--- src/rtl/pll_clkgen.sv ---
// Digital stand-in for the board PLL: four counter-based clock dividers plus a sticky lock flag.
// Optional feature: define PLL_CLKOUT_GATE_EN to hold the dividers frozen and low until lock.
module pll_clkgen #(
   parameter int DIV0        = 2,
   parameter int DIV1        = 4,
   parameter int DIV2        = 5,
   parameter int DIV3        = 10,
   parameter int LOCK_CYCLES = 1024
) (
   input  logic clkin1,
   input  logic rst_n,
   output logic clkout0,
   output logic clkout1,
   output logic clkout2,
   output logic clkout3,
   output logic pll_lock
);

   localparam int LW = $clog2(LOCK_CYCLES + 1);
   localparam logic [LW-1:0] LOCK_LAST = LW'(LOCK_CYCLES - 1);
   localparam logic [LW-1:0] LOCK_MAX  = LW'(LOCK_CYCLES);
   localparam int DIV_TAB [4] = '{DIV0, DIV1, DIV2, DIV3};

   logic [LW-1:0] lock_cnt_q, lock_cnt_d;
   logic          pll_lock_q, pll_lock_d;
   logic [3:0]    clkout_q, clkout_d;
   logic          div_en;

   // ------------------------------------------------------------------
   // Lock counter: counts up while unlocked and saturates at LOCK_CYCLES.
   // ------------------------------------------------------------------
   always_comb begin
      // NOTE: every always_comb output gets a default first so no path leaves it unassigned (no latch).
      lock_cnt_d = lock_cnt_q;
      pll_lock_d = pll_lock_q;
      if (!pll_lock_q) begin
         if (lock_cnt_q != LOCK_MAX) lock_cnt_d = lock_cnt_q + 1'b1;
         if (lock_cnt_q == LOCK_LAST) pll_lock_d = 1'b1;
      end
   end

   // NOTE: asynchronous active-low reset in the sensitivity list; state flops use non-blocking (<=) only.
   always_ff @(posedge clkin1 or negedge rst_n) begin
      if (!rst_n) begin
         lock_cnt_q <= '0;
         pll_lock_q <= 1'b0;
      end else begin
         lock_cnt_q <= lock_cnt_d;
         pll_lock_q <= pll_lock_d;
      end
   end

`ifdef PLL_CLKOUT_GATE_EN
   assign div_en = pll_lock_q;
`else
   assign div_en = 1'b1;
`endif

   // ------------------------------------------------------------------
   // Dividers: the output flop captures (count < DIV/2) on the same edge
   // the count advances, so each clkout is a bare flop output.
   // ------------------------------------------------------------------
   for (genvar n = 0; n < 4; n++) begin : g_div
      localparam int DIV = DIV_TAB[n];
      localparam int W   = $clog2(DIV);
      localparam logic [W-1:0] LAST = W'(DIV - 1);
      localparam logic [W-1:0] HALF = W'(DIV / 2);

      logic [W-1:0] cnt_q, cnt_d;

      always_comb begin
         cnt_d       = cnt_q;
         clkout_d[n] = clkout_q[n];
         if (div_en) begin
            clkout_d[n] = (cnt_q < HALF);
            cnt_d       = (cnt_q == LAST) ? '0 : cnt_q + 1'b1;
         end
      end

      always_ff @(posedge clkin1 or negedge rst_n) begin
         if (!rst_n) begin
            cnt_q       <= '0;
            clkout_q[n] <= 1'b0;
         end else begin
            cnt_q       <= cnt_d;
            clkout_q[n] <= clkout_d[n];
         end
      end
   end

   assign clkout0  = clkout_q[0];
   assign clkout1  = clkout_q[1];
   assign clkout2  = clkout_q[2];
   assign clkout3  = clkout_q[3];
   assign pll_lock = pll_lock_q;

endmodule

--- config.mk ---
export PLATFORM = sky130hd
export DESIGN_NAME = pll_clkgen
export DESIGN_NICKNAME = d
export VERILOG_FILES = /design/src/rtl/pll_clkgen.sv
export SDC_FILE = /design/constraint.sdc
export NUM_CORES = 1
export LEC_CHECK = 0
export CORE_MARGIN = 10
export CORE_UTILIZATION = 52
export DETAILED_ROUTE_END_ITERATION = 16
export PLACE_DENSITY = 0.79
export SLEW_MARGIN = 20
export SYNTH_ARGS = -nofsm -noshare
export SYNTH_HDL_FRONTEND = slang
export SYNTH_SLANG_ARGS = --single-unit
--- constraint.sdc ---
create_clock -name clkin1 -period 2.2 [get_ports clkin1]
set_input_delay 0.33 -clock clkin1 [delete_from_list [all_inputs] [get_ports clkin1]]
set_output_delay 0.33 -clock clkin1 [all_outputs]
set_load 0.02 [all_outputs]
# Word-level counts from Yosys, hierarchy flattened

Index checks and enable logic that the tools add are counted.

Register bits after elaboration: 26
Output and inout bits: 5
Bits of input ports: 2
Word-level logic and storage cells: 32

Reduce and logical (&&, ||, !) cells: 1
Muxes and demuxes: 6
Magnitude comparators: 4
Add/sub/neg operators: 5
Equal/unequal tests: 5
Bitwise operators: 1

Operators with widths:

| operator              | count |
|---|---|
| $add 11x1->11 const B | 1 |
| $eq 11x10->1 const B  | 1 |
| $ne 11x11->1 const B  | 1 |
| $add 4x1->4 const B   | 1 |
| $eq 4x4->1 const B    | 1 |
| $lt 4x3->1 const B    | 1 |
| $mux 4                | 1 |
| $add 3x1->3 const B   | 1 |
| $eq 3x3->1 const B    | 1 |
| $lt 3x2->1 const B    | 1 |
| $mux 1                | 3 |
| $mux 3                | 1 |
| $add 2x1->2 const B   | 1 |
| $eq 2x2->1 const B    | 1 |
| $lt 2x2->1 const B    | 1 |
| $mux 2                | 1 |
| $reduce_and 2->1      | 1 |
| $add 1x1->1 const B   | 1 |
| $lt 1x1->1 const B    | 1 |
| $not 1->1             | 1 |

# Depth between registers and ports, before layout

Depth after elaboration: 3
Mapped depth: 5
Depth with buffers taken out: 5

# Worst setup path after synthesis

No wires, ideal clock.

Path type: register to register
Start point: register lock_cnt_q[0]
End point: register lock_cnt_q[1]
Buffers on the path: 0
Cell stages (with the launch flop): 6
Library setup time: 0.127 ns
Clock period less this slack: 1.383 ns
Arrival: 1.256 ns
Slack: 0.817 ns
Required time: 2.073 ns
Cells stage by stage: dfrtp_1 > inv_1 > ha_1 > and2_1 > a31o_2 > mux2_1

Word-level cells in the longest chain between the ends: 2
Elaborated cells on any way between the ends: 3
Those cells by class: 1 x add/sub; 1 x eq/ne; 1 x reduce/logical

Ends and longest elaborated chain:

| item                                                                  | line | source |
|---|---|---|
| start: declaration                                                    | 24   | `logic [LW-1:0] lock_cnt_q, lock_cnt_d;` |
| start signal: assignment                                              | 48   | `lock_cnt_q <= lock_cnt_d;` |
| parallel branches: the longest is 2 deep, another holds $add 11x1->11 | -    |  |

Several ways; the timed one is not identified.
A chain may end at the register's enable or synchronous reset.

# Final worst setup path

Start point: register pll_lock_q, in the netlist pll_lock
End point: output port pll_lock

RTL lines:

| item                     | line | source |
|---|---|---|
| start: declaration       | 25   | `logic pll_lock_q, pll_lock_d;` |
| start signal: assignment | 49   | `pll_lock_q <= pll_lock_d;` |
| end: declaration         | 16   | `output logic pll_lock` |

No word-level cell between the ends.

==> flow_metrics.env <==
export IMPL_portBuffers=6
export IMPL_reg2reg_depth=3
export IMPL_synth_most_common_cell="dfrtp_1"
export IMPL_grt_usage_pct=8.89
export IMPL_synth_top_area_cell="dfrtp_1"
export IMPL_core_mm2=0.00198
export IMPL_post_drt_wl_per_cell_um=12.8
export IMPL_grt_pass1_wl_um=3040
export IMPL_design_area_mm2=0.00121
export IMPL_fin_nets=113
export IMPL_path_buf_inv=1
export IMPL_slew_headroom_pct=71.0
export IMPL_antenna_left=0
export IMPL_syn_area_mm2=0.00108
export IMPL_period_share_pct=89.5
export IMPL_synth_nets=102
export IMPL_power_density_mw_per_mm2=558
export IMPL_drc=0
export IMPL_die_w_um=65.7
export IMPL_regToRegSetupSlack_ns=0.69
export IMPL_synthAdderAreaFrac_pct=5.77
export IMPL_async_flop_share_pct=100
export IMPL_ys_seq_area_share_pct=57.7
export IMPL_synth_xor_area_share_pct=6.46
export IMPL_synthFlopType="dfrtp_1"
export IMPL_setup_viol=0
export IMPL_clock_sinks=25
export IMPL_post_route_min_period_ns=1.97
export IMPL_synth_simple_gate_area_share_pct=15.7
export IMPL_synth_cell_type_count=27
export IMPL_cts_buffer_depth=2
export IMPL_critPathMaxFanout=15
export IMPL_routabilityCongestion=0.765
export IMPL_h_tree_depth=1
export IMPL_netlist_instances=95
export IMPL_synth_area_leaders="dfrtp_1, ha_1, xor2_1"
export IMPL_crit_path_start_kind="flop"
export IMPL_synth_compound_area_share_pct=7.73
export IMPL_crit_slowest_cell="clkdlybuf4s50_1"
export IMPL_vias=676
export IMPL_critPathRequiredTime_ns=1.87
export IMPL_viasPerCell=5.12
export IMPL_cts_buffers=3
export IMPL_maxCapViolations=0
export IMPL_first_iter_violations=34
export IMPL_worst_slack_ns=0.230
export IMPL_ys_top_cells_by_count="dfrtp_1, inv_1, nand2_1"
export IMPL_ys_warnings_count=0
export IMPL_ioPinCount=7
export IMPL_path_clk_slew_ns=0.14
export IMPL_start_util_pct=54.7
export IMPL_fmax_mhz=508
export IMPL_hold_violations=0
export IMPL_drive_gt1_share_pct=8.57
export IMPL_path_class="reg -> out"
export IMPL_synth_edff_count=0
export IMPL_fin_setup_tns_ns=0
export IMPL_cts_tree="yes"
export IMPL_clock_latency_ns=0.31
export IMPL_grt_overflow_total=0
export IMPL_root_buffer="clkbuf_4"
export IMPL_post_cts_resized=0
export IMPL_cts_repair_timing_setup_buffer_count=0
export IMPL_tightest_slew_ns=0.435
export IMPL_fin_skew_ns=0.00196
export IMPL_slew_violations=0
export IMPL_die_area_mm2=0.00431
export IMPL_ys_seq_elements=25
export IMPL_rows=16
export IMPL_syn_area_per_cell_um2=11.4
export IMPL_pre_cts_slack_ns=0.585
export IMPL_hpwlAfterDp_um=1210
export IMPL_grt_max_degree=26
export IMPL_critical_path_top_delay_family="buffers and inverters"
export IMPL_synth_top_area_share_pct=57.7
export IMPL_rsz0062_at_grt="no"
export IMPL_diodes=0
export IMPL_wl_um=1690
export IMPL_critical_path_max_stage_delay_ns=0.69
export IMPL_synth_area_mux_share_pct=2.88
export IMPL_placed_area_mm2=0.00118
export IMPL_die_h_um=65.7
export IMPL_cp_end_kind="output port"
export IMPL_leakagePower_uw=0.000550
export IMPL_cp_data_arrival_time_ns=1.64
export IMPL_synth_top_family_by_area="simple AND/OR/NAND/NOR gates"
export IMPL_num_fill_cells=160
export IMPL_cts_hold_buf=0
export IMPL_status="finished, final reports clean"
export IMPL_hp_class="in -> async"
export IMPL_syn_to_final_growth_pct=11.8
export IMPL_ir_drop_mv=0.437
export IMPL_antenna_found_initial=0
export IMPL_crit_chain="clkdlybuf4s50_1"
export IMPL_drt_first_pass_iters=4
export IMPL_cp_depth=1
export IMPL_grt_pass1_vias=703
## path summary, 6_finish.rpt
path | endpoint | from
max in group asynchronous | clkout3 | rst_n
min in group clkin1 | clkout0 | clkout0
worst max register to register | lock_cnt_q[1] | lock_cnt_q[8]
worst min-delay path | lock_cnt_q[3] | rst_n
worst max-delay path | pll_lock | pll_lock
worst min register to register | clkout0 | clkout0
## cell type report
type                    count  area, µm²  area share [%]
inverters                  10       37.5            3.10
clock buffers               3       22.5            1.86
well taps                  27       33.8            2.79
flip-flops and latches     25        626            51.6
repair buffers              7       67.6            5.57
clock inverters             1       7.51           0.619
multi-input cells          59        418            34.5
## per-layer routing
layer / share of wire, % / wire length (µm) / up-vias / GRT usage, %
met1: 48 / 811 / 321 / 10.5
met5: 0 / 0 / - / 0
met2: 47 / 796 / 7 / 14.5
li1: - / - / 346 / -
met3: 4.3 / 72 / 2 / 3.05
met4: 0.53 / 9 / 0 / 3.21
## logic make-up after synthesis
| logic type | count (synthesis) |
|---|---|
| xor gates and xnor gates | 8 |
| buffers and inverters | 11 |
| muxes | 3 |
| DFF | 25 |
| and+or+nand+nor | 31 |
| adders and majority gates | 5 |
| AOI/OAI and AO/OA | 12 |
## power breakdown
part | switching [µW] | internal (µW) | total, µW
Clock | 136 | 69.3 | 205
Sequential | 0 | 460 | 460
Combinational | 8.45 | 2.72 | 11.2
Total | 145 | 532 | 676
## cells in the final DEF, fill, tap and decap left out
cell type	instances
nand4_1	2
nor4_1	3
o31ai_1	1
a21oi_1	1
nand3_1	2
clkinvlp_4	1
and2_1	1
xnor2_1	2
ha_1	5
clkdlybuf4s50_1	6
a22o_1	1
clkbuf_4	3
nor3_1	2
xor2_1	6
nand2b_1	2
a21boi_0	1
o21ai_0	4
dfrtp_1	25
nand3_2	1
a311oi_1	1
mux2i_1	2
nor4_2	2
mux2_1	1
nor2_1	5
inv_1	10
or3_1	2
buf_4	1
nand2_1	9
o41ai_1	2
a31o_2	1
## state kept, by name, indices dropped and copies added (netlist names)
| register | cells |
|---|---|
| clkout3 | 1 |
| clkout2 | 1 |
| clkout1 | 1 |
| lock_cnt_q | 11 |
| pll_lock | 1 |
| g_div.cnt_q | 9 |
| clkout0 | 1 |
## per-stage QoR
step	util [%]	cells	hold slack [ns]	power (µW)
2_1_floorplan	-	95	0.0344	468
5_1_grt	61.2	132	0.374	703
3_5_place_dp	59.7	128	0.415	480
3_3_place_gp	59.7	128	0.407	480
6_report	61.2	132	0.358	676
4_1_cts	61.2	132	0.368	685
Note: power is estimated with default switching activity, not from simulation.
